File: config.mk
export PLATFORM = sky130hd
export DESIGN_NAME = calc_req_collector
export DESIGN_NICKNAME = d
export VERILOG_FILES = /design/src/rtl/calc_req_collector.sv
export SDC_FILE = /design/constraint.sdc
export NUM_CORES = 1
export LEC_CHECK = 0
export CORE_ASPECT_RATIO = 0.5
export CORE_MARGIN = 4
export CORE_UTILIZATION = 60
export CTS_BUF_LIST = sky130_fd_sc_hd__clkbuf_4 sky130_fd_sc_hd__clkbuf_8
export CTS_CLUSTER_DIAMETER = 200
export DETAILED_ROUTE_END_ITERATION = 12
export PLACE_DENSITY = 0.88
export SETUP_SLACK_MARGIN = 0.2
export SYNTH_ARGS = -nofsm -noshare
export SYNTH_HDL_FRONTEND = slang
export SYNTH_SLANG_ARGS = --single-unit
File: constraint.sdc
create_clock -name c_clk -period 15.8 [get_ports c_clk]
set_clock_uncertainty 0.2 [all_clocks]
set_input_delay 3.95 -clock c_clk [delete_from_list [all_inputs] [get_ports c_clk]]
set_output_delay 3.95 -clock c_clk [all_outputs]
set_load 0.02 [all_outputs]
File: src/rtl/calc_req_collector.sv
// Request collector: assembles two-cycle calculator requests, tracks busy tags,
// queues accepted requests in-order for the ALU and raises local responses/errors.
module calc_req_collector #(
   parameter int unsigned DATA_W = 32,
   parameter int unsigned DEPTH  = 4
) (
   input  logic              c_clk,
   input  logic              reset,
   input  logic [3:0]        req_cmd_in,
   input  logic [DATA_W-1:0] req_data_in,
   input  logic [1:0]        req_tag_in,
   output logic              issue_valid,
   input  logic              issue_ready,
   output logic [3:0]        issue_cmd,
   output logic [DATA_W-1:0] issue_op1,
   output logic [DATA_W-1:0] issue_op2,
   output logic [1:0]        issue_tag,
   input  logic              done_valid,
   input  logic [1:0]        done_tag,
   output logic              lresp_valid,
   output logic [1:0]        lresp,
   output logic [1:0]        lresp_tag,
   output logic              dup_err,
   output logic              proto_err,
   output logic [2:0]        outstanding
);

   localparam int unsigned PTR_W = (DEPTH > 1) ? $clog2(DEPTH) : 1;
   localparam int unsigned CNT_W = $clog2(DEPTH + 1);
   localparam int unsigned NTAGS = 4;

   localparam logic [3:0] CMD_NOP = 4'b0000;
   localparam logic [3:0] CMD_ADD = 4'b0001;
   localparam logic [3:0] CMD_SUB = 4'b0010;
   localparam logic [3:0] CMD_LSH = 4'b0101;
   localparam logic [3:0] CMD_RSH = 4'b0110;

   localparam logic [1:0] RESP_NORE = 2'b00;
   localparam logic [1:0] RESP_INVL = 2'b10;

   typedef enum logic {
      S_IDLE  = 1'b0,
      S_DATA2 = 1'b1
   } state_t;

   typedef struct packed {
      logic [3:0]        cmd;
      logic [DATA_W-1:0] op1;
      logic [DATA_W-1:0] op2;
      logic [1:0]        tag;
   } entry_t;

   state_t              state_q, state_d;
   logic [3:0]          cmd_q, cmd_d;
   logic [1:0]          tag_q, tag_d;
   logic [DATA_W-1:0]   op1_q, op1_d;

   entry_t              fifo_q [DEPTH];
   logic [PTR_W-1:0]    wr_ptr_q, wr_ptr_d;
   logic [PTR_W-1:0]    rd_ptr_q, rd_ptr_d;
   logic [CNT_W-1:0]    count_q, count_d;

   logic [NTAGS-1:0]    busy_q, busy_d;
   logic [2:0]          outstanding_q, outstanding_d;

   logic                lresp_valid_q, lresp_valid_d;
   logic [1:0]          lresp_q, lresp_d;
   logic [1:0]          lresp_tag_q, lresp_tag_d;
   logic                dup_err_q, dup_err_d;
   logic                proto_err_q, proto_err_d;

   logic                push;
   logic                pop;
   logic                fifo_full;
   logic                fifo_empty;
   logic                cmd_is_alu;
   logic                tag_busy;
   entry_t              push_entry;
   entry_t              head;

   assign fifo_empty = (count_q == '0);
   assign fifo_full  = (count_q == CNT_W'(DEPTH));
   assign pop        = !fifo_empty && issue_ready;

   assign cmd_is_alu = (cmd_q == CMD_ADD) || (cmd_q == CMD_SUB) ||
                       (cmd_q == CMD_LSH) || (cmd_q == CMD_RSH);

   // A retire landing in the same cycle frees the tag for the request being classified.
   assign tag_busy = busy_q[tag_q] && !(done_valid && (done_tag == tag_q));

   assign push_entry = '{cmd: cmd_q, op1: op1_q, op2: req_data_in, tag: tag_q};

   // State register and request capture
   always_ff @(posedge c_clk or posedge reset) begin
      if (reset) begin
         state_q <= S_IDLE;
         cmd_q   <= '0;
         tag_q   <= '0;
         op1_q   <= '0;
      end else begin
         state_q <= state_d;
         cmd_q   <= cmd_d;
         tag_q   <= tag_d;
         op1_q   <= op1_d;
      end
   end

   // Next-state, classification and local response generation
   always_comb begin
      state_d       = state_q;
      cmd_d         = cmd_q;
      tag_d         = tag_q;
      op1_d         = op1_q;
      push          = 1'b0;
      lresp_valid_d = 1'b0;
      lresp_d       = RESP_NORE;
      lresp_tag_d   = '0;
      dup_err_d     = 1'b0;
      proto_err_d   = 1'b0;

      case (state_q)
         S_IDLE: begin
            if (req_cmd_in != CMD_NOP) begin
               cmd_d   = req_cmd_in;
               tag_d   = req_tag_in;
               op1_d   = req_data_in;
               state_d = S_DATA2;
            end
         end
         S_DATA2: begin
            state_d     = S_IDLE;
            proto_err_d = (req_cmd_in != CMD_NOP);
            if (!cmd_is_alu) begin
               lresp_valid_d = 1'b1;
               lresp_d       = RESP_INVL;
               lresp_tag_d   = tag_q;
            end else if (tag_busy) begin
               dup_err_d = 1'b1;
            end else if (!fifo_full) begin
               push = 1'b1;
            end
         end
      endcase
   end

   // FIFO pointer/count and tag scoreboard next values
   always_comb begin
      wr_ptr_d = wr_ptr_q;
      rd_ptr_d = rd_ptr_q;
      count_d  = count_q;
      busy_d   = busy_q;

      if (push) begin
         wr_ptr_d = (wr_ptr_q == PTR_W'(DEPTH - 1)) ? '0 : wr_ptr_q + PTR_W'(1);
      end
      if (pop) begin
         rd_ptr_d = (rd_ptr_q == PTR_W'(DEPTH - 1)) ? '0 : rd_ptr_q + PTR_W'(1);
      end
      case ({push, pop})
         2'b10:   count_d = count_q + CNT_W'(1);
         2'b01:   count_d = count_q - CNT_W'(1);
         default: count_d = count_q;
      endcase

      if (done_valid) begin
         busy_d[done_tag] = 1'b0;
      end
      if (push) begin
         busy_d[tag_q] = 1'b1;
      end

      outstanding_d = '0;
      for (int i = 0; i < NTAGS; i++) begin
         outstanding_d = outstanding_d + 3'(busy_d[i]);
      end
   end

   // FIFO storage, scoreboard and registered status outputs
   always_ff @(posedge c_clk or posedge reset) begin
      if (reset) begin
         for (int i = 0; i < DEPTH; i++) begin
            fifo_q[i] <= '0;
         end
         wr_ptr_q      <= '0;
         rd_ptr_q      <= '0;
         count_q       <= '0;
         busy_q        <= '0;
         outstanding_q <= '0;
         lresp_valid_q <= 1'b0;
         lresp_q       <= RESP_NORE;
         lresp_tag_q   <= '0;
         dup_err_q     <= 1'b0;
         proto_err_q   <= 1'b0;
      end else begin
         if (push) begin
            fifo_q[wr_ptr_q] <= push_entry;
         end
         wr_ptr_q      <= wr_ptr_d;
         rd_ptr_q      <= rd_ptr_d;
         count_q       <= count_d;
         busy_q        <= busy_d;
         outstanding_q <= outstanding_d;
         lresp_valid_q <= lresp_valid_d;
         lresp_q       <= lresp_d;
         lresp_tag_q   <= lresp_tag_d;
         dup_err_q     <= dup_err_d;
         proto_err_q   <= proto_err_d;
      end
   end

   // Head presentation is forced to zero while the queue is empty.
   assign head        = fifo_q[rd_ptr_q];
   assign issue_valid = !fifo_empty;
   assign issue_cmd   = fifo_empty ? '0 : head.cmd;
   assign issue_op1   = fifo_empty ? '0 : head.op1;
   assign issue_op2   = fifo_empty ? '0 : head.op2;
   assign issue_tag   = fifo_empty ? '0 : head.tag;

   assign lresp_valid = lresp_valid_q;
   assign lresp       = lresp_q;
   assign lresp_tag   = lresp_tag_q;
   assign dup_err     = dup_err_q;
   assign proto_err   = proto_err_q;
   assign outstanding = outstanding_q;

endmodule

## Yosys cells after proc, flatten, opt, wreduce, memory -nomap -nowiden

Cells that the tools add are included.

| operators by class | value |
|---|---|
| $add $sub $neg | 7 |
| $lt $le $gt $ge | 7 |
| eq/ne operators | 10 |
| muxes and demuxes | 37 |
| bitwise logic cells | 6 |
| reduce and logical (&&, ||, !) cells | 15 |

Operators by type and width:

| cell | count |
|---|---|
| $bwmux 280 | 1 |
| $mux 70 | 3 |
| $bmux 70 s2 | 1 |
| $demux 70 s2 | 1 |
| $mux 32 | 2 |
| $mux 1 | 14 |
| $mux 2 | 7 |
| $mux 4 | 3 |
| $eq 4x3->1 const B | 2 |
| $eq 2x2->1 const B | 3 |
| $ge 3x3->1 const B | 2 |
| $logic_and 1x1->1 | 6 |
| $lt 2x3->1 const B | 2 |
| $not 2->3 | 2 |
| $pmux 3 s2 | 1 |
| $add 2x1->2 const B | 2 |
| $and 4x4->4 | 1 |
| $demux 1 s2 | 2 |
| $eq 4x1->1 const B | 1 |
| $eq 4x2->1 const B | 1 |
| $ge 2x1->1 const B | 2 |
| $not 4->4 | 1 |
| $or 4x4->4 | 1 |
| $reduce_bool 4->1 | 1 |
| other kinds (17) | 20 |

| storage, ports and cells | value |
|---|---|
| register bits | 340 |
| bits of input ports | 44 |
| output and inout bits | 81 |
| word-level logic and storage cells | 112 |

## Longest topological paths before layout

Gate-level depths: netlist of run 1.

| depth | value |
|---|---|
| depth after elaboration | 12 |
| mapped depth | 10 |
| depth with buffers taken out | 9 |

## Worst setup path before layout of run 1

OpenSTA, ideal clock, no wires.

| timing | value |
|---|---|
| path kind | input to register |
| start | input port done_tag[1] |
| end | register outstanding_q[1], in the netlist outstanding[1] |
| library setup time | 126 ps |
| arrival | 5850 ps |
| required time | 15474 ps |
| path slack | 9624 ps |
| cell stages on the path | 7 |
| path buffers | 0 |
| path through | xor2_1 o31ai_4 nand2_1 o31ai_1 fa_1 ha_1 ha_1 |

| between the ends | value |
|---|---|
| longest elaborated chain between the ends | 12 |
| elaborated cells between the ends (all ways) | 20 |
| those cells by class | add/sub (3); order compare (2); eq/ne (1); mux (7); bitwise (3); reduce/logical (4) |

Ends and longest elaborated chain:

| what | RTL line | source |
|---|---|---|
| start: declaration | 19 | `input logic [1:0] done_tag,` |
| $lt 2x3->1 (implied by the code) or $ge 2x1->1 (tied branches) | 166 | `busy_d[done_tag] = 1'b0;` |
| $logic_and 1x1->1 (implied by the code) | 166 |  |
| $mux 1 (implied by the code) | 166 |  |
| $demux 1 s2 | 166 |  |
| $not 4->4 (no source line) | - |  |
| $and 4x4->4 (no source line) | - |  |
| $mux 4 | 165 | `if (done_valid) begin` |
| $or 4x4->4 (no source line) | - |  |
| $mux 4 (*) | 168 | `if (push) begin` |
| named net busy_d[0] | 63 | `logic [NTAGS-1:0] busy_q, busy_d;` |
| $add 1x1->2 (*) | 174 | `outstanding_d = outstanding_d + 3'(busy_d[i]);` |
| $add 2x1->3 (*) | 174 |  |
| $add 3x1->3 (*) | 174 |  |
| named net outstanding_d[1] | 64 | `logic [2:0] outstanding_q, outstanding_d;` |
| end signal: assignment | 202 | `outstanding_q <= outstanding_d;` |
| end: declaration | 64 |  |

Mark *: on every way through the listed nets, which the timed path passes. The rest lies on a longest branch.
A chain may end at the register's enable or synchronous reset.

## Worst setup path in the final report of run 1

| timing | value |
|---|---|
| start | register rd_ptr_q[0] |
| end | output port issue_op2[26] |

| between the ends | value |
|---|---|
| longest elaborated chain between the ends | 5 |

Ends and longest elaborated chain:

| what | RTL line | source |
|---|---|---|
| start: declaration | 60 | `logic [PTR_W-1:0] rd_ptr_q, rd_ptr_d;` |
| start signal: assignment | 199 | `rd_ptr_q <= rd_ptr_d;` |
| $not 2->3 (implied by the code) | 212 | `assign head = fifo_q[rd_ptr_q];` |
| $bmux 70 s2 | 212 |  |
| $mux 70 (implied by the code) (2 in a row) | 212 |  |
| $mux 32 | 216 | `assign issue_op2 = fifo_empty ? '0 : head.op2;` |
| end: declaration | 16 | `output logic [DATA_W-1:0] issue_op2,` |

No other way between the ends. The select of a mux whose other input is x is not followed.

==> reports/qor.yml, run 1 <==
grtUsageMet3_pct: 4.09
grt-busiest-layer: "met2"
vias: 8281
grt_util_met1_pct: 31.5
synth_nets: 989
die_h_um: 119
grt_first_pass_wirelength_um: 50400
ir_drop_mv: 0.121
wirelength_um: 30300
relSlewSlack_pct: 21.3
dr.pass1.iters: 4
worstSetupPathType: "flop to output pin"
startpoint_type: "flop"
synth_most_common_cell: "dfrtp_1"
r2r-end: "outstanding[1]"
stdcell_area_um2: 17300
yosys.area.top_type: "dfrtp_1"
syn_area_um2: 14800
numCtsBuffers: 47
dp_hpwl_um: 18300
worst-path-buf-inv: 2
ant_nets: 0
setup_viol: 0
arrival_ns: 3.60
synth_edf_count: 0
holdPathEnd: "fifo_q[209]"
place_area_um2: 16300
first_iter_violations: 610
timing.rr.start: "cmd_q[0]"
slew_viol_final: 0
drive_above_1_share_pct: 19.1
crit_family: "buffers and inverters"
fp.coreArea_um2: 24200
place_congestion: 0.742
root_buffer: "clkbuf_8"
setup_ws_ns: 8.05
pwr_density_cell_nw_per_um2: 218
cts.sinks: 338
period_needed_ns: 7.75
ys_seq_area_share_pct: 57.0
die_area_um2: 27400
finalCritPeriodShare_pct: 49.1
r2r_setup_slack_ns: 12.26
cts_max_level: 2
hold_path_class: "flop to flop"
hold_path.startpoint: "fifo_q[209]"
rsz0062_at_grt: "false"
cts_setup_buffers: 0
hold_path_depth: 1
layout.nets: 1110
synthArstFlopShare_pct: 100
grt_overflow_total: 0
cp_slowest_cell: "dfrtp_4"
syn-mean-instance-area_um2: 15.9
cap_violations: 0
syn_inst: 935
endpoint_kind: "output pin"
synth_warnings: 0
rows: 40
initial_core_util_pct: 61.3
synthTopCellsByCount: "338 x dfrtp_1, 272 x mux2_1, 75 x and2_1, 71 x mux4_2, 36 x mux2_2"
die_x_um: 230
total_power_mw: 3.78
use_met2_pct: 38.4
hold_buffers: 0
cts_tree: "done"
place_ws_ns: 8.51
stdcell_count: 1424
ys_types: 29
clk_path_buf_depth: 3
p_leak_nw: 7.76
fin_util_pct: 71.6
ioPinCount: 125
clk_pin_slew_ns: 0.06
hold_viol: 0
setup_tns_ns: 0
area_growth_pct: 16.8
synth-seq-cells: 338
synthFlopType: "dfrtp_1"
status: "finished, final reports clean"
ctsResizeCount: 0
routed_via_density: 5.82
antenna_found_initial: 1
synthTopCellsByArea: "dfrtp_1 57%, mux2_1 21%, mux4_2 11%"
max_stage_delay_ns: 0.98
wl_per_cell_um: 21.2
rr_worst_depth: 7
holdWs_ns: 0.280
drc_errors: 0
grt_pass1_vias: 9524
clock_latency_ns: 0.56
synth_top_area_share_pct: 57.0
cp_max_fo: 45
clock.fmax_ghz: 0.129
worst_ep_required_time_ns: 11.65
cp_cell_sequence: "buf_4, mux4_2, and2_1, clkdlybuf4s50_1"
grt_max_degree: 153
placed_cells: 1343
grt_use_total_pct: 22.9
worst_pin_slew_ns: 1.18
io_buffers: 123
==> final cells by class <==
cell class / instances / area, µm²
flip-flops and latches: 338 / 8470
fillers: 1497 / 6860
clock inverters: 4 / 20.0
well taps: 336 / 420
multi-input cells: 517 / 6080
diodes: 1 / 2.50
repair buffers: 133 / 1310
clock buffers: 76 / 946
inverters: 19 / 78.8
==> how the worst max path moves through the flow <==
stage	endpoint	depth (start not counted)	slack (ns)	from
floorplan	busy_q[0]	1	2.28	reset
global placement	issue_op2[0]	4	8.52	rd_ptr_q[0]
detailed placement	issue_op2[27]	4	8.51	rd_ptr_q[0]
CTS	issue_op2[27]	4	7.89	rd_ptr_q[0]
global route	issue_op1[0]	4	7.75	rd_ptr_q[0]
finish	issue_op2[26]	4	8.05	rd_ptr_q[0]
==> flip-flops by register name (all words and copies together), names as in the netlist <==
signal,flops
lresp,1
state_q,1
outstanding,3
dup_err,1
cmd_q,4
rd_ptr_q,2
proto_err,1
fifo_q,280
count_q,3
tag_q,2
lresp_tag,2
busy_q,4
wr_ptr_q,2
op1_q,32
==> cell families (layout without fill, tap and decap cells) <==
family / after synthesis / count (layout) / share of synthesized area [%]
AO/OA/AOI/OAI: 21 / 21 / 0.937
XOR/XNOR: 6 / 6 / 0.354
adder cells (fa/ha/maj): 10 / 10 / 0.945
buffers and inverters: 80 / 232 / 2.37
flip-flops: 338 / 338 / 57.0
multiplexers: 384 / 384 / 34.5
other: 1 / 2 / 0.0253
AND/OR/NAND/NOR: 95 / 95 / 3.81
==> layer usage <==
layer / vias to the layer above / part of all wire, %
li1: 3613 / -
met1: 4492 / 45
met2: 121 / 50
met3: 55 / 3.2
met4: 0 / 2.1
met5: - / 0
==> power breakdown <==
group	switching (mW)	internal, mW	total (mW)
registers	0.285	1.25	1.53
logic	0.664	0.887	1.55
clock network	0.319	0.376	0.695
total	1.27	2.51	3.78
==> layout by cell type, fill, tap and decap left out <==
cell | Yosys | final
diode_2 | 0 | 1
o31ai_1 | 2 | 2
fa_1 | 2 | 2
o31ai_4 | 1 | 1
clkdlybuf4s50_1 | 0 | 123
inv_1 | 19 | 18
nor4_1 | 1 | 1
a311oi_2 | 1 | 1
conb_1 | 1 | 1
xnor2_1 | 2 | 2
dfrtp_4 | 0 | 2
clkbuf_8 | 0 | 60
nand2b_1 | 2 | 2
o21ai_0 | 16 | 16
and2_1 | 75 | 75
or3_2 | 0 | 1
nor2b_1 | 1 | 1
buf_4 | 2 | 10
clkinv_2 | 0 | 4
xor2_1 | 4 | 4
mux2i_1 | 5 | 5
ha_1 | 8 | 8
nor2_1 | 4 | 3
inv_8 | 0 | 1
mux2_1 | 272 | 272
a21o_1 | 1 | 1
nand2_1 | 4 | 4
nor2_4 | 0 | 1
clkbuf_4 | 0 | 16
dfrtp_1 | 338 | 336
nor3_1 | 2 | 2
mux4_2 | 71 | 71
nand3_1 | 5 | 1
nand3_4 | 0 | 4
mux2_2 | 36 | 36
Note: power is estimated with default switching activity, not from simulation.
==> run 2, diff against run 1 <==
Settings changed: CORE_UTILIZATION 60 to 54, PLACE_DENSITY 0.88 to 0.84.
Clock period 15.8 ns to 6.7 ns, I/O delays scaled along.
==> reports/qor.yml, run 2 (synthesis gave the netlist of run 1 again) <==
antenna_cells: 0  # was 1
worstSetupPathType: "flop to output pin"  # unchanged
grt_first_pass_wirelength_um: 50100  # was 50400 µm
rows: 42  # was 40
stdcell_count: 1447  # was 1424
layout.nets: 1114  # was 1110
nFillCells: 1800  # was 1497
setup_viol: 0  # unchanged
timing.rr.start: "cmd_q[0]"  # unchanged
worst_pin_slew_ns: 0.974  # was 1.18 ns
top_register: "fifo_q"  # unchanged
regArea_um2: 8470  # unchanged
place_area_um2: 16400  # was 16300 µm²
die_x_um: 242  # was 230 µm
endpoint_kind: "output pin"  # unchanged
initial_core_util_pct: 55.4  # was 61.3%
setup_tns_ns: 0  # unchanged
root_buffer: "clkbuf_8"  # unchanged
routed_via_density: 5.66  # was 5.82
area_growth_pct: 17.6  # was 16.8%
largest_reg_flops: 280  # unchanged
antenna_found_initial: 0  # was 1
drc_errors: 0  # unchanged
slew_viol_final: 0  # unchanged
clockPowerShare_pct: 18.6  # was 18.4%
wirelength_um: 30300  # about the same
holdWs_ns: 0.289  # was 0.280 ns
r2r_setup_slack_ns: 3.11  # was 12.26 ns
clk_path_buf_depth: 3  # unchanged
rsz0062_at_grt: "false"  # unchanged
hold_buffers: 0  # unchanged
finalCritPeriodShare_pct: 77.6
p_sw_mw: 3.03  # was 1.27 mW
worst_ep_required_time_ns: 4.83  # was 11.65 ns
cp_max_fo: 40  # was 45
place_ws_ns: 1.80  # was 8.51 ns
placed_cells: 1363  # was 1343
die_h_um: 125  # was 119 µm
vias: 8195  # was 8281
internal-power_mw: 5.94  # was 2.51 mW
r2r-end: "outstanding[1]"  # unchanged
fin_util_pct: 65.2  # was 71.6%
startpoint_type: "flop"  # unchanged
arrival_ns: 3.33  # was 3.60 ns
grt_max_degree: 121  # was 153
drive_above_1_share_pct: 19.7  # was 19.1%
layout_common_cells: "336 x dfrtp_1, 272 x mux2_1, 123 x clkdlybuf4s50_1, 75 x and2_1, 71 x mux4_2"  # unchanged
grt_overflow_total: 0  # unchanged
cts_max_level: 2  # unchanged
hold_path.startpoint: "fifo_q[5]"  # was fifo_q[209]
cts_setup_buffers: 0  # unchanged
numCtsBuffers: 47  # unchanged
mostFrequentLayoutCell: "dfrtp_1"  # unchanged
io_buffers: 123  # unchanged
ant_nets: 0  # unchanged
grt_pass1_vias: 9335  # was 9524
ioPinCount: 125  # unchanged
multi_input_area_um2: 6080  # unchanged
cap_violations: 0  # unchanged
holdPathEnd: "fifo_q[5]"  # was fifo_q[209]
comb_power_share_pct: 41.5  # was 41.1%
hold_path_class: "flop to flop"  # unchanged
cts.sinks: 338  # unchanged
clock.fmax_ghz: 0.192
place_congestion: 0.723  # was 0.742
p_seq_share_pct: 39.9  # was 40.5%
period_needed_ns: 5.20
die_area_um2: 30300  # was 27400 µm²
ctsResizeCount: 0  # unchanged
ir_drop_mv: 0.230  # was 0.121 mV
cts_tree: "done"  # unchanged
p_leak_nw: 7.81  # was 7.76 nW
stdcell_area_um2: 17400  # was 17300 µm²
wl_per_cell_um: 20.9  # was 21.2 µm
hold_viol: 0  # unchanged
dr.pass1.iters: 4  # unchanged
rr_worst_depth: 7  # unchanged
dp_hpwl_um: 19000  # was 18300 µm
clk_pin_slew_ns: 0.06  # about the same
clock_latency_ns: 0.59  # was 0.56 ns
status: "finished, final reports clean"  # unchanged
switching_share_pct: 33.8  # was 33.6%
grt_use_total_pct: 20.5  # was 22.9%
relSlewSlack_pct: 34.5  # was 21.3%
total_power_mw: 8.97  # was 3.78 mW
reg_top3: "fifo_q x280, op1_q x32"  # unchanged
fp.coreArea_um2: 26700  # was 24200 µm²
pwr_density_cell_nw_per_um2: 514  # was 218 nW/µm²
hold_path_depth: 1  # unchanged
first_iter_violations: 431  # was 610
setup_ws_ns: 1.50  # was 8.05 ns
==> run 2: changes by cell type in the layout (fill, tap and decap cells not counted), sizes merged <==
cell and change:
clkinv +2, clkbuf -1, buf +4, clkinvlp +2, inv +1, diode -1
==> run 2: worst max path at each step <==
stage / startpoint / end / slack (ns) / cells after the start
floorplan: reset / busy_q[0] / 0.31 / 1
global placement: done_tag[1] / outstanding[1] / 1.91 / 8
detailed placement: done_tag[1] / outstanding[1] / 1.80 / 8
CTS: rd_ptr_q[0] / issue_cmd[3] / 1.39 / 4
global route: rd_ptr_q[0] / issue_cmd[3] / 1.29 / 4
finish: rd_ptr_q[0] / issue_cmd[3] / 1.50 / 4
==> run 2: power groups by stage <==
stage / registers, mW / logic, mW / clock network, mW
finish: 3.58 / 3.72 / 1.67
global route: 3.70 / 4.00 / 1.80
CTS: 3.59 / 3.79 / 1.71
detailed placement: 3.62 / 3.77 / 0
global placement: 3.53 / 3.67 / 0
floorplan: 3.29 / 2.58 / 0
==> run 2: final cells by class <==
| class | instances | area share (%) |
|---|---|---|
| Clock buffer | 75 | 5.42 |
| Multi-Input combinational cell | 517 | 34.9 |
| Sequential cell | 338 | 48.6 |
| Inverter | 19 | 0.431 |
| Tap cell | 352 | 2.53 |
| Clock inverter | 9 | 0.344 |
| Timing Repair Buffer | 137 | 7.88 |
==> run 2: layer usage <==
metal	GRT usage (%)	part of all wire [%]
met1	27.1	44
met2	35.6	51
met3	3.87	3.7
met4	4.91	1.4
met5	0	0
==> run 2: critical path, cell delays in order (launching register included) <==
cell and delay [ns]:
dfrtp_4 0.99, buf_12 0.38, mux4_2 0.58, and2_1 0.19
clkdlybuf4s50_1 0.54
==> run 3, diff against run 2 <==
Settings changed: CORE_UTILIZATION 54 to 60, PLACE_DENSITY 0.84 to 0.88.
Clock period 6.7 ns to 5.3 ns, I/O delays scaled along.
==> reports/qor.yml, run 3 (synthesis gave the netlist of run 1 again) <==
status: "finished, final reports clean"  # unchanged
vias: 8254  # was 8195
drc_errors: 0  # unchanged
ant_nets: 0  # unchanged
place_ws_ns: 0.696  # was 1.80 ns
dr.pass1.iters: 6  # was 4
holdWs_ns: 0.284  # was 0.289 ns
grt_pass1_vias: 9509  # was 9335
numCtsBuffers: 47  # unchanged
cts.sinks: 338  # unchanged
p_sw_mw: 3.79  # was 3.03 mW
die_area_um2: 27400  # was 30300 µm²
wl_per_cell_um: 21.3  # was 20.9 µm
cts_max_level: 2  # unchanged
hold_viol: 0  # unchanged
cts_setup_buffers: 0  # unchanged
hold_path_class: "flop to flop"  # unchanged
clock_latency_ns: 0.54  # was 0.59 ns
ctsResizeCount: 0  # unchanged
nFillCells: 1502  # was 1800
grt_use_total_pct: 23.2  # was 20.5%
die_x_um: 230  # was 242 µm
multi_input_area_um2: 6080  # unchanged
reg_top3: "fifo_q x280, op1_q x32"  # unchanged
mostFrequentLayoutCell: "dfrtp_1"  # unchanged
initial_core_util_pct: 61.3  # was 55.4%
grtUsageMet3_pct: 3.80  # was 3.87%
fp.coreArea_um2: 24200  # was 26700 µm²
grt_max_degree: 114  # was 121
die_h_um: 119  # was 125 µm
cts_tree: "done"  # unchanged
endpoint_kind: "output pin"  # unchanged
setup_ws_ns: 0.696  # was 1.50 ns
hold_path.startpoint: "fifo_q[135]"  # was fifo_q[5]
use_met2_pct: 39.9  # was 35.6%
finalCritPeriodShare_pct: 86.9
clk_pin_slew_ns: 0.07  # was 0.06 ns
period_needed_ns: 4.60
internal-power_mw: 7.47  # was 5.94 mW
p_seq_share_pct: 39.7  # was 39.9%
rows: 40  # was 42
clock.fmax_ghz: 0.217
regArea_um2: 8470  # unchanged
grt_overflow_total: 0  # unchanged
routed_via_density: 5.78  # was 5.66
comb_power_share_pct: 42.5  # was 41.5%
largest_reg_flops: 280  # unchanged
slew_viol_final: 0  # unchanged
cap_violations: 0  # unchanged
worst_pin_slew_ns: 1.13  # was 0.974 ns
drive_above_1_share_pct: 19.5  # was 19.7%
relSlewSlack_pct: 24.5  # was 34.5%
worst_ep_required_time_ns: 3.77  # was 4.83 ns
root_buffer: "clkbuf_8"  # unchanged
wirelength_um: 30400  # was 30300 µm
timing.rr.start: "cmd_q[0]"  # unchanged
area_growth_pct: 17.3  # was 17.6%
antenna_found_initial: 0  # unchanged
ioPinCount: 125  # unchanged
grt_util_met1_pct: 31.4  # was 27.1%
startpoint: "count_q[0]"  # was rd_ptr_q[0]
grt_first_pass_wirelength_um: 50900  # was 50100 µm
worstSetupPathType: "flop to output pin"  # unchanged
place_congestion: 0.784  # was 0.723
setup_viol: 0  # unchanged
antenna_cells: 0  # unchanged
hold_buffers: 0  # unchanged
p_leak_nw: 7.79  # was 7.81 nW
grt-busiest-layer: "met2"  # unchanged
pwr_density_cell_nw_per_um2: 647  # was 514 nW/µm²
ir_drop_mv: 0.353  # was 0.230 mV
arrival_ns: 3.08  # was 3.33 ns
startpoint_type: "flop"  # unchanged
dp_hpwl_um: 18600  # was 19000 µm
layout.nets: 1120  # was 1114
top_register: "fifo_q"  # unchanged
clockPowerShare_pct: 17.8  # was 18.6%
switching_share_pct: 33.7  # was 33.8%
first_iter_violations: 519  # was 431
cp_max_fo: 57  # was 40
layout_common_cells: "336 x dfrtp_1, 272 x mux2_1, 123 x clkdlybuf4s50_1, 75 x and2_1, 71 x mux4_2"  # unchanged
clk_path_buf_depth: 3  # unchanged
io_buffers: 123  # unchanged
rsz0062_at_grt: "false"  # unchanged
[run 3: area by class of cell]
| type | instances | area share [%] |
|---|---|---|
| timing repair buffer | 143 | 8.30 |
| inverter | 19 | 0.432 |
| clock buffer | 73 | 5.16 |
| clock inverter | 2 | 0.0791 |
| multi-input combinational | 517 | 34.9 |
| tap | 336 | 2.42 |
| sequential | 338 | 48.7 |
[run 3: metrics by stage]
step / utilization [%] / cell area, µm² / setup TNS [ns] / power [mW] / instances
floorplan: - / 14800 / -251.33 / 7.41 / 935
global placement: 68.2 / 16500 / 0 / 9.10 / 1353
detailed placement: 68.2 / 16500 / 0 / 9.36 / 1353
CTS: 72.0 / 17400 / 0 / 11.4 / 1428
global route: 72.0 / 17400 / 0 / 11.9 / 1428
finish: 72.0 / 17400 / 0 / 11.3 / 1428
[run 3: final timing paths]
| path | end | slack, ns | depth (start not counted) |
|---|---|---|---|
| worst max register to register | outstanding[1] | 1.62 | 7 |
| max in group asynchronous | cmd_q[1] | 2.77 | 3 |
| worst min register to register | fifo_q[135] | 0.28 | 1 |
| worst max-delay path | issue_op1[8] | 0.70 | 4 |
| min in group asynchronous | fifo_q[236] | 1.10 | 2 |
| worst min-delay path | fifo_q[135] | 0.28 | 1 |
[run 3: critical path, stage by stage, from the launching register on]
cell and delay, ns:
dfrtp_1 0.41, or3_2 0.96, buf_4 0.41, and2_1 0.16, clkdlybuf4s50_1 0.56
[run 3: power groups by stage]
stage | clock network, mW | registers (mW) | logic [mW]
final | 2.00 | 4.47 | 4.79
after global routing | 2.17 | 4.62 | 5.13
after CTS | 2.04 | 4.48 | 4.86
after detailed placement | 0 | 4.52 | 4.84
after global placement | 0 | 4.40 | 4.70
after floorplan | 0 | 4.16 | 3.26
[run 3: metal layers]
layer	share of wire [%]	vias to the layer above	routed length, µm
met5	0	-	0
met4	2.0	0	605
met3	3.2	52	983
met2	51	133	15500
met1	44	4438	13300
li1	-	3631	-
==> variant 1: new RTL, flow settings as in run 2 <==
Put one more register stage on the output `proto_err`, without a reset. The value now appears one clock later. The other outputs are not delayed to match.
--- a/src/rtl/calc_req_collector.sv
+++ b/src/rtl/calc_req_collector.sv
@@ -222,3 +222,5 @@
    assign dup_err     = dup_err_q;
-   assign proto_err   = proto_err_q;
+   always_ff @(posedge c_clk) begin
+      proto_err <= proto_err_q;
+   end
    assign outstanding = outstanding_q;
Behaviour: not the same (a bounded check fails within 4 cycles, from zero or initial values and one cycle with reset high).
==> variant 1 against run 2 <==
Sequential share of layout area barely moved; sequential power about the same; synthesized cell count is 0.11% higher; setup slack improved by 0.090 ns; hold slack worse by 0.13 ns; total power rose by 0.54%; wire length down 0.96%; sequential cell count increased by 1; synthesized area up 0.14%; design area increased by 0.25%; non-clock buffer count fell by 1; clock power increased by 3%; fmax is 1.8% higher.
==> variant 1: results (changes against run 2) <==
RUN_STATUS='finished clean'
TRITONCTS_BUFFERS=47  # unchanged
CLOCK_INSERTION_DELAY_WORST_SKEW_NS=0.55  # -0.04 ns
FIRST_PASS_GRT_WIRE_LENGTH_UM=49700  # -0.77%
WORST-ENDPOINT-ARRIVAL_NS=3.24  # -0.09 ns
ROUTEDWLPERCELL_UM=20.8  # -0.89%
SYNTH-MAIN-FF-CELL='sky130_fd_sc_hd__dfrtp_1'
NUMBER_OF_GLOBAL_ROUTE_VIAS_BEFORE_REPAIR=9324  # -0.12%
SYNTH_AREA_LEADERS='sky130_fd_sc_hd__dfrtp_1, sky130_fd_sc_hd__mux2_1, sky130_fd_sc_hd__mux4_2'
PRECTSSETUPSLACK_NS=1.74  # -0.0597 ns
LAYOUTNONFILLERINSTCOUNT=1446  # -0.069%
R2R-START='cmd_q[0]'
FILLER_CELL_COUNT=1754  # -2.6%
POST-DP-HPWL_UM=18400  # -3.1%
SYNTH.NET_COUNT=990  # +0.10%
TIMING.CRITICAL_PATH.SLOWEST_CELL_DELAY_NS=0.97  # -0.02 ns
GLOBALROUTETOTALUTIL=0.202  # -0.00261
NETLIST-CELL-TYPE-COUNT=30  # +3.4%
SYNTHESIS.AREA_PER_INSTANCE_UM2=15.9  # about the same
ASYNC_RESET_FF_FRAC=0.997  # -0.00295
YS_WARN_COUNT=0  # unchanged
VDD_IR_DROP_MAX_uV=260  # +13%
DRIVE_ABOVE_1_SHARE=0.196  # -0.00165
DRT-INITIAL-DRC-COUNT=506  # +17%
CRITPATHMAXFANOUT=39  # -2.5%
VIAS_PER_STD_CELL=5.66  # about the same
SLEW_HEADROOM=0.305  # -0.0396
MIN-DELAY-START='proto_err_q'
GP_ROUTABILITY_CONGESTION=0.774  # +7.0%
LARGEST_NET_DEGREE_AT_THE_START_OF_GLOBAL_ROUTING=146  # +21%
DRT-PASS1-ITER-COUNT=6  # +2
PLACE_AREA_UM2=16400  # about the same
SYNTH_SEQUENTIAL_AREA_RATIO=0.571  # +0.000579
P_LEAK_nW=7.83  # +0.21%
==> variant 1: cell types whose count changed in the layout (fill, tap and decap cells not counted) <==
cell	change
sky130_fd_sc_hd__buf_4	-1
sky130_fd_sc_hd__bufinv_16	+1
sky130_fd_sc_hd__clkinv_2	-2
sky130_fd_sc_hd__clkinvlp_4	-1
sky130_fd_sc_hd__inv_8	-2
sky130_fd_sc_hd__clkbuf_8	+3
sky130_fd_sc_hd__dfxtp_1	+1
==> variant 1: path summary, 6_finish.rpt <==
check | end | slack, ns | cells after the start
hold / removal | proto_err | 0.16 | 0
setup / recovery | issue_op1[20] | 1.59 | 4
max in group asynchronous | fifo_q[182] | 3.73 | 3
min in group asynchronous | fifo_q[192] | 1.27 | 2
setup reg to reg | outstanding[1] | 3.19 | 7
hold reg to reg | proto_err | 0.16 | 0
==> variant 1: cells by family after synthesis <==
family,after synthesis,share of synthesized area
fa+ha+maj,10,0.00944
buf+inv,80,0.0237
flops,339,0.571
simple gates,95,0.0381
compound gates,21,0.00935
other cells,1,0.000253
xor+xnor,6,0.00354
mux,384,0.345
==> variant 1: report_power, final <==
| group | switching, mW | internal (mW) |
|---|---|---|
| logic | 1.61 | 2.10 |
| registers | 0.645 | 2.95 |
| clock network | 0.754 | 0.964 |
| total | 3.01 | 6.01 |
==> variant 1: metal layers <==
metal,track usage,vias to the layer above,share of wire
li1,-,3616,-
met2,0.345,124,0.50
met1,0.274,4397,0.45
met3,0.0368,45,0.032
met4,0.0498,0,0.019
met5,0,-,0
==> variant 1: worst max-delay path, delay by kind of cell (launching register included) <==
family,cells,cell delay [ns]
buffers and inverters,2,0.91
DFF,1,0.97
muxes,1,0.54
and+or+nand+nor,1,0.20
==> variant 1: area by class of cell <==
type / count / area, µm² / area share
well taps: 352 / 440 / 0.0252
multi-input cells: 517 / 6080 / 0.348
inverters: 19 / 75.1 / 0.00429
flip-flops and latches: 339 / 8490 / 0.485
clock inverters: 5 / 50.0 / 0.00286
clock buffers: 78 / 986 / 0.0564
repair buffers: 136 / 1370 / 0.0782
==> variant 2: new RTL, config.mk and constraints of run 2 <==
Without the edit above. The parameter `DATA_W` goes from 32 to 16.
--- a/src/rtl/calc_req_collector.sv
+++ b/src/rtl/calc_req_collector.sv
@@ -3,3 +3,3 @@
 module calc_req_collector #(
-   parameter int unsigned DATA_W = 32,
+   parameter int unsigned DATA_W = 16,
    parameter int unsigned DEPTH  = 4
Interface: changed (resized issue_op1, issue_op2 and req_data_in); port bits go from 125 to 77. No check against the original RTL was run, so the function may have changed too.
==> variant 2 against run 2 <==
Wire length fell by 44%; setup slack improved by 0.19 ns; via count is 42% lower; sequential cell count fell by 144; combinational power is 44% lower; total power is 45% lower; design area is 43% lower; synthesized area fell by 41%; core utilization down 1.2 points; global-route usage shrank 0.99 points.
==> variant 2: results (changes against run 2) <==
FILLER_CELL_COUNT=1073  # -40%
GLOBALROUTETOTALUTIL=0.195  # -0.00987
CLOCK_INSERTION_DELAY_WORST_SKEW_NS=0.46  # -0.13 ns
MULTI_INPUT_COMB_CELLS=305  # -41%
TRITONCTS_BUFFERS=17  # -64%
CRITICAL-PATH-TOP-DELAY-FAMILY='buffers and inverters'
HTREEDEPTH=4  # +2
FIRST_PASS_GRT_WIRE_LENGTH_UM=28300  # -44%
POST-DP-HPWL_UM=10500  # -45%
SEQ_AREA_FRAC=0.487  # +0.00182
LARGEST_NET_DEGREE_AT_THE_START_OF_GLOBAL_ROUTING=195  # +61%
SYNTH_COMPOUND_AREA_FRAC=0.0136  # +0.00419
WORST-ENDPOINT-ARRIVAL_NS=3.14  # -0.19 ns
SEQ_CELL_POWER_mW=2.02  # -44%
P_SWITCHING_mW=1.67  # -45%
SYNTH_SEQUENTIAL_AREA_RATIO=0.559  # -0.0109
PORTBUFFERS=75  # -39%
SYNTHMUXAREASHARE=0.320  # -0.0247
SYNTH_AREA_LEADERS='sky130_fd_sc_hd__dfrtp_1, sky130_fd_sc_hd__mux2_2, sky130_fd_sc_hd__mux4_2'
CLOCK_TREE.BUFFER_DEPTH=2  # -1
GP_ROUTABILITY_CONGESTION=0.709  # -1.9%
CLKBUF_COUNT=19  # -75%
SEQUENTIAL_CELL_TOTAL=194  # -43%
RUN_STATUS='finished clean'
AREA_SHARE_NONCLK_BUFFERS=0.0841  # +0.00532
LAYOUT_INVERTER_COUNT_WITHOUT_THE_CLOCK_TREE=17  # -2
MET3ROUTEDLENGTH_UM=550  # -50%
SLEW_HEADROOM=0.267  # -0.0777
GRT.MET3_USAGE=0.0474  # +0.00865
NUM-NONCLK-BUFFERS=85  # -38%
NETLIST-CELL-TYPE-COUNT=35  # +21%
DRIVE_ABOVE_1_SHARE=0.289  # +0.0918
VDD_IR_DROP_MAX_uV=198  # -14%
FOOTPRINT_OF_THE_MULTI_INPUT_GATES_UM2=3520  # -42%
ROUTEDWLPERCELL_UM=20.3  # -3.1%
DRT-INITIAL-DRC-COUNT=381  # -12%
SYNTH.CELLS.MOST_FREQUENT='sky130_fd_sc_hd__dfrtp_1, sky130_fd_sc_hd__mux2_2, sky130_fd_sc_hd__mux2_1, sky130_fd_sc_hd__mux4_2, sky130_fd_sc_hd__and2_1'
==> variant 2: changes by cell type after synthesis, moves of 5 or more <==
| cell | before | now |
|---|---|---|
| sky130_fd_sc_hd__buf_8 | 0 | 8 |
| sky130_fd_sc_hd__clkbuf_1 | 21 | 12 |
| sky130_fd_sc_hd__mux2_1 | 272 | 76 |
| sky130_fd_sc_hd__mux4_2 | 71 | 39 |
| sky130_fd_sc_hd__nor2b_1 | 1 | 6 |
| sky130_fd_sc_hd__dfrtp_1 | 338 | 194 |
| sky130_fd_sc_hd__buf_2 | 35 | 8 |
| sky130_fd_sc_hd__mux2_2 | 36 | 92 |
| sky130_fd_sc_hd__o21ai_0 | 16 | 7 |
| sky130_fd_sc_hd__and2_1 | 75 | 38 |
==> variant 2: through the flow <==
| stage | power, mW | setup slack (ns) | area, µm² | instances |
|---|---|---|---|---|
| after floorplan | 3.35 | 2.32 | 8680 | 551 |
| after global placement | 4.06 | 1.93 | 9540 | 805 |
| after detailed placement | 4.14 | 1.81 | 9540 | 805 |
| after CTS | 4.96 | 1.62 | 9970 | 837 |
| after global routing | 5.21 | 1.45 | 9970 | 837 |
| final | 4.91 | 1.69 | 9970 | 837 |
==> variant 2: worst paths after layout <==
| check | from | end | slack [ns] | cells past startpoint |
|---|---|---|---|---|
| setup / recovery | rd_ptr_q[0] | issue_op1[5] | 1.69 | 4 |
| hold / removal | fifo_q[47] | fifo_q[47] | 0.29 | 1 |
| setup reg to reg | tag_q[0] | outstanding[1] | 3.28 | 8 |
| hold reg to reg | fifo_q[47] | fifo_q[47] | 0.29 | 1 |
| max in group asynchronous | reset | fifo_q[150] | 3.90 | 3 |
| min in group asynchronous | reset | fifo_q[24] | 1.68 | 3 |
